$ cat config.mk
export PLATFORM = sky130hd
export DESIGN_NAME = sump_cmd_decoder
export DESIGN_NICKNAME = d
export VERILOG_FILES = /design/src/rtl/sump_pkg.sv /design/src/rtl/sump_byte_timer.sv /design/src/rtl/sump_cmd_decoder.sv
export SDC_FILE = /design/constraint.sdc
export NUM_CORES = 1
export LEC_CHECK = 0
export ABC_AREA = 0
export BUFFER_PORTS_ARGS = -buffer_cell sky130_fd_sc_hd__buf_2
export CORE_AREA = 2 2 112 114
export CTS_CLUSTER_SIZE = 12
export DETAILED_ROUTE_END_ITERATION = 12
export DIE_AREA = 0 0 114 116
export PLACE_DENSITY = 0.72
export SLEW_MARGIN = 20
export SYNTH_ARGS = -nofsm -noshare
export SYNTH_HDL_FRONTEND = slang
export SYNTH_SLANG_ARGS = --single-unit
$ cat constraint.sdc
create_clock -name system_clock -period 2.38 [get_ports system_clock]
set_clock_uncertainty 0.1 [all_clocks]
set_input_delay 0.238 -clock system_clock [delete_from_list [all_inputs] [get_ports system_clock]]
set_output_delay 0.238 -clock system_clock [all_outputs]
set_load 0.005 [all_outputs]
$ cat src/rtl/sump_pkg.sv
// Shared opcodes, parser states and framing constants for the SUMP command decoder.
package sump_pkg;

  localparam logic [7:0] OP_RESET     = 8'h00;
  localparam logic [7:0] OP_ARM       = 8'h01;
  localparam logic [7:0] OP_META      = 8'h02;
  localparam logic [7:0] OP_ID        = 8'h04;
  localparam logic [7:0] OP_DIV       = 8'h80;
  localparam logic [7:0] OP_CNT       = 8'h81;
  localparam logic [7:0] OP_TRIG_LVL  = 8'hC0;
  localparam logic [7:0] OP_TRIG_EDGE = 8'hC1;

  localparam int LONG_ARG_BYTES = 4;

  typedef enum logic {
    IDLE,
    ARGS
  } state_t;

endpackage

$ cat src/rtl/sump_byte_timer.sv
// Restartable inter-byte counter; saturates at its terminal count instead of wrapping.
module sump_byte_timer #(
  parameter int BYTE_TIMEOUT_CYCLES = 100000
) (
  input  logic i_clk,
  input  logic i_rst_n,
  input  logic i_clear,
  input  logic i_enable,
  output logic o_expire
);

  localparam int CW = (BYTE_TIMEOUT_CYCLES > 2) ? $clog2(BYTE_TIMEOUT_CYCLES) : 1;
  localparam logic [CW-1:0] LAST = CW'(BYTE_TIMEOUT_CYCLES - 1);

  logic [CW-1:0] r_cnt;

  always_ff @(posedge i_clk or negedge i_rst_n) begin
    if (!i_rst_n) begin
      r_cnt <= '0;
    end else if (i_clear) begin
      r_cnt <= '0;
    end else if (i_enable && (r_cnt != LAST)) begin
      r_cnt <= r_cnt + 1'b1;
    end
  end

  assign o_expire = (r_cnt == LAST);

endmodule

$ cat src/rtl/sump_cmd_decoder.sv
// SUMP byte-stream parser: executes short commands, collects long-command arguments
// into the capture configuration registers, and resynchronises on inter-byte timeout.
module sump_cmd_decoder
  import sump_pkg::*;
#(
  parameter int SAMPLE_WIDTH        = 8,
  parameter int BYTE_TIMEOUT_CYCLES = 100000
) (
  input  logic                    system_clock,
  input  logic                    ext_reset_n,
  input  logic [7:0]              rx_data,
  input  logic                    rx_valid,
  input  logic                    busy,
  output logic                    soft_reset_pulse,
  output logic                    arm_pulse,
  output logic                    meta_req_pulse,
  output logic                    id_req_pulse,
  output logic [23:0]             divider,
  output logic [15:0]             read_count,
  output logic [15:0]             delay_count,
  output logic [SAMPLE_WIDTH-1:0] trig_level_mask,
  output logic [SAMPLE_WIDTH-1:0] trig_level_value,
  output logic [SAMPLE_WIDTH-1:0] trig_fall_mask,
  output logic [SAMPLE_WIDTH-1:0] trig_rise_mask,
  output logic                    cfg_update_pulse,
  output logic                    cmd_timeout_pulse
);

  localparam logic [1:0] LAST_ARG = 2'(LONG_ARG_BYTES - 1);

  state_t                  r_state, w_state_nxt;
  logic [7:0]              r_opcode, w_opcode_nxt;
  logic                    r_busy, w_busy_nxt;
  logic [1:0]              r_arg_cnt, w_arg_cnt_nxt;
  logic [7:0]              r_b1, r_b2, r_b3, w_b1_nxt, w_b2_nxt, w_b3_nxt;
  logic [23:0]             r_divider, w_divider_nxt;
  logic [15:0]             r_read_count, w_read_count_nxt;
  logic [15:0]             r_delay_count, w_delay_count_nxt;
  logic [SAMPLE_WIDTH-1:0] r_lvl_mask, w_lvl_mask_nxt;
  logic [SAMPLE_WIDTH-1:0] r_lvl_value, w_lvl_value_nxt;
  logic [SAMPLE_WIDTH-1:0] r_fall_mask, w_fall_mask_nxt;
  logic [SAMPLE_WIDTH-1:0] r_rise_mask, w_rise_mask_nxt;
  logic                    r_soft, r_arm, r_meta, r_id, r_cfg, r_tmo;
  logic                    w_soft_nxt, w_arm_nxt, w_meta_nxt, w_id_nxt, w_cfg_nxt, w_tmo_nxt;
  logic                    w_expire;

  // Timer runs only while waiting for an argument byte; any byte or IDLE restarts it.
  sump_byte_timer #(
    .BYTE_TIMEOUT_CYCLES(BYTE_TIMEOUT_CYCLES)
  ) u_timer (
    .i_clk   (system_clock),
    .i_rst_n (ext_reset_n),
    .i_clear ((r_state == IDLE) || rx_valid),
    .i_enable((r_state == ARGS) && !rx_valid),
    .o_expire(w_expire)
  );

  always_comb begin
    w_state_nxt       = r_state;
    w_opcode_nxt      = r_opcode;
    w_busy_nxt        = r_busy;
    w_arg_cnt_nxt     = r_arg_cnt;
    w_b1_nxt          = r_b1;
    w_b2_nxt          = r_b2;
    w_b3_nxt          = r_b3;
    w_divider_nxt     = r_divider;
    w_read_count_nxt  = r_read_count;
    w_delay_count_nxt = r_delay_count;
    w_lvl_mask_nxt    = r_lvl_mask;
    w_lvl_value_nxt   = r_lvl_value;
    w_fall_mask_nxt   = r_fall_mask;
    w_rise_mask_nxt   = r_rise_mask;
    w_soft_nxt        = 1'b0;
    w_arm_nxt         = 1'b0;
    w_meta_nxt        = 1'b0;
    w_id_nxt          = 1'b0;
    w_cfg_nxt         = 1'b0;
    w_tmo_nxt         = 1'b0;

    case (r_state)
      IDLE: begin
        if (rx_valid) begin
          if (rx_data[7]) begin
            w_state_nxt   = ARGS;
            w_opcode_nxt  = rx_data;
            w_busy_nxt    = busy;
            w_arg_cnt_nxt = '0;
          end else begin
            case (rx_data)
              OP_RESET: w_soft_nxt = 1'b1;
              OP_ARM:   w_arm_nxt  = !busy;
              OP_META:  w_meta_nxt = !busy;
              OP_ID:    w_id_nxt   = !busy;
              default:  ;
            endcase
          end
        end
      end
      ARGS: begin
        if (rx_valid) begin
          if (r_arg_cnt == LAST_ARG) begin
            // The fourth byte is used straight off the bus, saving a fourth argument register.
            w_state_nxt = IDLE;
            if (!r_busy) begin
              case (r_opcode)
                OP_DIV: begin
                  w_divider_nxt = {r_b2, r_b3, rx_data};
                  w_cfg_nxt     = 1'b1;
                end
                OP_CNT: begin
                  w_read_count_nxt  = {r_b1, r_b2};
                  w_delay_count_nxt = {r_b3, rx_data};
                  w_cfg_nxt         = 1'b1;
                end
                OP_TRIG_LVL: begin
                  w_lvl_value_nxt = r_b3[SAMPLE_WIDTH-1:0];
                  w_lvl_mask_nxt  = rx_data[SAMPLE_WIDTH-1:0];
                  w_cfg_nxt       = 1'b1;
                end
                OP_TRIG_EDGE: begin
                  w_fall_mask_nxt = r_b3[SAMPLE_WIDTH-1:0];
                  w_rise_mask_nxt = rx_data[SAMPLE_WIDTH-1:0];
                  w_cfg_nxt       = 1'b1;
                end
                default: ;
              endcase
            end
          end else begin
            w_arg_cnt_nxt = r_arg_cnt + 2'd1;
            case (r_arg_cnt)
              2'd0:    w_b1_nxt = rx_data;
              2'd1:    w_b2_nxt = rx_data;
              default: w_b3_nxt = rx_data;
            endcase
          end
        end else if (w_expire) begin
          w_state_nxt = IDLE;
          w_tmo_nxt   = 1'b1;
        end
      end
    endcase
  end

  always_ff @(posedge system_clock or negedge ext_reset_n) begin
    if (!ext_reset_n) begin
      r_state       <= IDLE;
      r_opcode      <= '0;
      r_busy        <= 1'b0;
      r_arg_cnt     <= '0;
      r_b1          <= '0;
      r_b2          <= '0;
      r_b3          <= '0;
      r_divider     <= '0;
      r_read_count  <= '0;
      r_delay_count <= '0;
      r_lvl_mask    <= '0;
      r_lvl_value   <= '0;
      r_fall_mask   <= '0;
      r_rise_mask   <= '0;
      r_soft        <= 1'b0;
      r_arm         <= 1'b0;
      r_meta        <= 1'b0;
      r_id          <= 1'b0;
      r_cfg         <= 1'b0;
      r_tmo         <= 1'b0;
    end else begin
      r_state       <= w_state_nxt;
      r_opcode      <= w_opcode_nxt;
      r_busy        <= w_busy_nxt;
      r_arg_cnt     <= w_arg_cnt_nxt;
      r_b1          <= w_b1_nxt;
      r_b2          <= w_b2_nxt;
      r_b3          <= w_b3_nxt;
      r_divider     <= w_divider_nxt;
      r_read_count  <= w_read_count_nxt;
      r_delay_count <= w_delay_count_nxt;
      r_lvl_mask    <= w_lvl_mask_nxt;
      r_lvl_value   <= w_lvl_value_nxt;
      r_fall_mask   <= w_fall_mask_nxt;
      r_rise_mask   <= w_rise_mask_nxt;
      r_soft        <= w_soft_nxt;
      r_arm         <= w_arm_nxt;
      r_meta        <= w_meta_nxt;
      r_id          <= w_id_nxt;
      r_cfg         <= w_cfg_nxt;
      r_tmo         <= w_tmo_nxt;
    end
  end

  assign soft_reset_pulse  = r_soft;
  assign arm_pulse         = r_arm;
  assign meta_req_pulse    = r_meta;
  assign id_req_pulse      = r_id;
  assign cfg_update_pulse  = r_cfg;
  assign cmd_timeout_pulse = r_tmo;
  assign divider           = r_divider;
  assign read_count        = r_read_count;
  assign delay_count       = r_delay_count;
  assign trig_level_mask   = r_lvl_mask;
  assign trig_level_value  = r_lvl_value;
  assign trig_fall_mask    = r_fall_mask;
  assign trig_rise_mask    = r_rise_mask;

endmodule

Yosys cells after proc, flatten, opt, wreduce, memory -nomap -nowiden
Cells that the tools add are included.

word-level totals
  register bits after elaboration = 147
  input bits = 12
  output and inout bits = 94

operators by class
  add/sub/neg operators = 2
  eq/ne operators = 15
  mux-type cells = 37
  bitwise logic cells = 4
  reductions and logical operators = 19

operators with widths
  kind                                                             count
  17-bit two-way mux                                               2
  8-bit == test, second input constant                             4
  1-bit two-way mux                                                29
  5-bit AND reduction                                              4
  17-bit by 1-bit adder with 17-bit output, second input constant  1
  17-bit == test, second input constant                            1
  17-bit inequality test, second input constant                    1
  4-bit AND reduction                                              4
  8-bit by 1-bit == test with 1-bit output, second input constant  1
  8-bit by 2-bit == test with 1-bit output, second input constant  1
  8-bit by 3-bit == test with 1-bit output, second input constant  1
  8-bit zero test                                                  1
  2-bit two-way mux                                                4
  2-bit inequality test, second input constant                     4
  1-bit inverter                                                   4
  2-bit one-hot mux with 2 select lines                            1
  4-bit OR reduction                                               1
  3-bit AND reduction                                              1
  2-bit by 1-bit adder with 2-bit output, second input constant    1
  2-bit by 1-bit == test with 1-bit output, second input constant  1
  2-bit == test, second input constant                             1
  1-bit logical AND                                                2
  1-bit zero test                                                  2
  2-bit zero test                                                  1
  other kinds (4)                                                  4

Longest topological paths before layout
  depth in word-level cells = 7
  depth in mapped cells = 7

Hierarchy
From an unflattened synthesis, not the netlist that was laid out.

second synthesis, totals
  cell total of the unflattened synthesis = 406
  area total of the unflattened synthesis = 5938.2 µm²

by module, submodules not included
  module            instances  cells each  area each (µm²)
  sump_cmd_decoder  1          311         5003.5
  sump_byte_timer   1          95          934.6

Worst setup path before layout
No wires, ideal clock.

  path kind = reg2reg
  start = reg r_busy
  end = reg r_divider[4], in the netlist divider[4]
  arrival time = 1.943 ns
  required time = 2.155 ns
  path slack = 0.212 ns
  stages on the path, launching flop included = 6
  cell sequence = dfrtp_1 > or4_4 > nor3_4 > nor3b_4 > buf_6 > mux2_2

between the ends
  longest elaborated chain between the ends = 2

RTL lines
  item                           line                     text
  start, declared                sump_cmd_decoder.sv:33   logic r_busy, w_busy_nxt;
  start signal, assigned         sump_cmd_decoder.sv:169  r_busy <= w_busy_nxt;
  1-bit inverter (no line)       n/a
  5-bit AND reduction (no line)  n/a
  end signal, assigned           sump_cmd_decoder.sv:174  r_divider <= w_divider_nxt;
  end, declared                  sump_cmd_decoder.sv:36   logic [23:0] r_divider, w_divider_nxt;

No other way between the ends.
A chain may end at the register's enable or synchronous reset.

Worst setup path in the final report
  start = reg r_busy
  end = reg r_read_count[14], in the netlist read_count[14]

between the ends
  longest elaborated chain between the ends = 2

RTL lines
  item                           line                     text
  1-bit inverter (no line)       n/a
  5-bit AND reduction (no line)  n/a
  end signal, assigned           sump_cmd_decoder.sv:175  r_read_count <= w_read_count_nxt;
  end, declared                  sump_cmd_decoder.sv:37   logic [15:0] r_read_count, w_read_count_nxt;

No other way between the ends.

==> impl_metrics.yaml <==
global_route:
  grt_util_all_layers_pct: 20.3
  grt_pass1_vias: 3743
  grt_max_degree: 74
  antenna_found_initial: 0
  overflow: 0
  grt_pass1_wl_um: 20200
setup_path:
  endpoint_kind: "register"
  r2r-end: "read_count[14]"
  critPathLaunchType: "register"
  cp.required_ns: 2.57
  cp.arrival_ns: 2.40
  timing.rr.start: "r_busy"
  cp-startpoint: "r_busy"
  critPathMaxFanout: 32
  r2r_slack_ns: 0.16
  critical_path.endpoint: "read_count[14]"
  critPathKind: "register to register"
  ff2ff_path_depth: 5
floorplan:
  initial_utilization_pct: 49.5
  std_cell_rows: 40
  core_area_mm2: 0.0119
  io_pins: 106
  die_width_um: 114
  die_area_mm2: 0.0132
  die_h_um: 116
timing:
  slew_headroom_pct: 54.8
  hold_violations: 0
  rsz0062_at_grt: "no"
  fin_crit_ns: 2.22
  min_period_over_period_pct: 93.1
  setup_viol: 0
  final-max-slew-violation-count: 0
  fmax_mhz: 451
  fin_tns_setup_ns: 0
  tightest_slew_ns: 0.678
synth:
  avgSynthCellArea_um2: 14.8
  synthMostInstantiatedCell: "dfrtp_1"
  synthArstFlopShare_pct: 100
  ys_top_cells_by_count: "147 x dfrtp_1, 115 x mux2_2, 19 x nor2_1"
  ys_warn_count: 0
  syn_inst: 399
  yosys.area.top_type: "dfrtp_1"
  syn_nets: 416
  yosysTopAreaCellShare_pct: 62.4
  yosysSeqAreaShare_pct: 62.4
  synth_edf_count: 0
  netlist_area_mm2: 0.00589
  yosys_most_used_dff: "dfrtp_1"
  synthTopCellsByArea: "dfrtp_1 62%, mux2_2 22%, nor2_1 1.2%, ha_1 1.1%, nand4_1 1.1%"
  ys_seq_elements: 147
  synth_cell_types: 42
place:
  io_buffers: 105
  gp_congestion: 0.821
  hpwl_um: 8210
route:
  dr.pass1.iters: 4
  drt.antenna.violating_nets: 0
  drt_iter0_markers: 215
  via_count: 3641
  wire_per_inst_um: 18.6
  vias_per_cell: 5.38
  drc: 0
  totalWireLength_um: 12600
power_and_ir_drop:
  vdd_drop_max_uv: 421
  cellPowerDensity_mw_per_mm2: 927
  leakagePower_nw: 3.79
  report.power.total_mw: 6.72
cells_and_area:
  drive_gt1_share_pct: 50.9
  final_nets: 534
  diodes: 0
  syn2layout_area_growth_pct: 23.0
clock_network:
  clockRootBuffer: "clkbuf_16"
  cts-buffers-inserted: 17
  htreeDepth: 4
  path_clk_slew_ns: 0.06
  clk-insertion-delay-late_ns: 0.42
  clk_path_buf_depth: 2
  cts_tree: "done"
  cts.sinks: 147
outcome:
  status: "finished clean"
min_path:
  min_path_type: "input pin to register"
job:
  drv_cap: 0
## layout make-up
class / count / area [µm²]
inverter: 6 / 22.5
timing repair buffer: 115 / 674
sequential: 147 / 3680
tap: 147 / 184
clock inverter: 11 / 126
clock buffer: 21 / 470
fill: 956 / 4660
multi-input combinational: 230 / 2090
## critical path, cell delays in order (launching register included)
cell and delay, ns:
dfrtp_1 0.38, or4_4 0.55, nor3_4 0.22, and3b_2 0.25, buf_12 0.22, mux2_2 0.36
## cells by family after synthesis
group,after synthesis,share of synthesized area (%)
AO/OA/AOI/OAI,14,1.47
XOR/XNOR,10,1.49
adder cells (fa/ha/maj),5,1.06
buffers and inverters,22,2.10
flip-flops,147,62.4
multiplexers,121,23.1
AND/OR/NAND/NOR,80,8.35
## power breakdown
group | internal (mW) | leakage (nW) | switching [mW]
combinational | 0.467 | 1.52 | 0.370
sequential | 2.89 | 1.97 | 0.329
clock | 1.63 | 0.293 | 1.04
total | 4.99 | 3.79 | 1.74
## worst min path at each step
stage                      from                to  slack [ns]  depth (start not counted)
floorplan           ext_reset_n         arm_pulse       -0.16                          0
global placement    ext_reset_n  u_timer.r_cnt[1]        0.19                          1
detailed placement  ext_reset_n  u_timer.r_cnt[1]        0.20                          1
CTS                    rx_valid           r_state        0.11                          3
global route         rx_data[2]  soft_reset_pulse        0.12                          2
finish               rx_data[2]  soft_reset_pulse        0.12                          2
## through the flow
stage | cells | worst slack (ns) | instance area, µm² | hold slack (ns) | util [%]
6_report | 677 | 0.164 | 7250 | 0.121 | 60.9
5_1_grt | 677 | 0.0371 | 7250 | 0.119 | 60.9
4_1_cts | 676 | 0.122 | 7240 | 0.109 | 60.8
3_5_place_dp | 642 | 0.125 | 6620 | 0.200 | 55.6
3_3_place_gp | 642 | 0.142 | 6620 | 0.190 | 55.6
2_1_floorplan | 399 | 0.212 | 5890 | -0.158 | -
## repair_timing
item,4_1_cts,5_1_grt
hold buffers,2,0
setup buffers,0,1
endpoints found under the setup margin,0,15
resized for setup,0,1
hold endpoints to repair,71,0
## sequential cells by signal (all words and copies together) (netlist names), 2 cells and up
register,flops
delay_count,16
divider,24
r_arg_cnt,2
r_b1,8
r_b2,8
r_b3,8
r_opcode,8
read_count,16
trig_fall_mask,8
trig_level_mask,8
trig_level_value,8
trig_rise_mask,8
u_timer.r_cnt,17
## cell usage in the layout, fill, tap and decap left out, types with 3 or more instances in the layout
master and count:
dfrtp_1 147, mux2_2 115, buf_2 104, nor2_1 19, clkbuf_16 17, nand2_1 12
nand4_1 10, xor2_1 7, inv_1 6, o21ai_0 6, nor3_1 6, mux2_1 5
buf_12 5, nand3_1 4, ha_1 4, clkinv_4 4, nor4b_1 3, nor4_1 3
and4_1 3, nand2b_1 3, xnor2_1 3, clkinv_2 3, clkbuf_8 3, buf_4 3
## layer usage
metal	global-route usage [%]	share of wire [%]	vias up
li1	-	-	1660
met3	5.18	4.1	10
met4	7.15	0.94	0
met2	31.9	49	84
met5	0	0	-
met1	27.6	46	1887
Power figures use the tool's default switching activity.
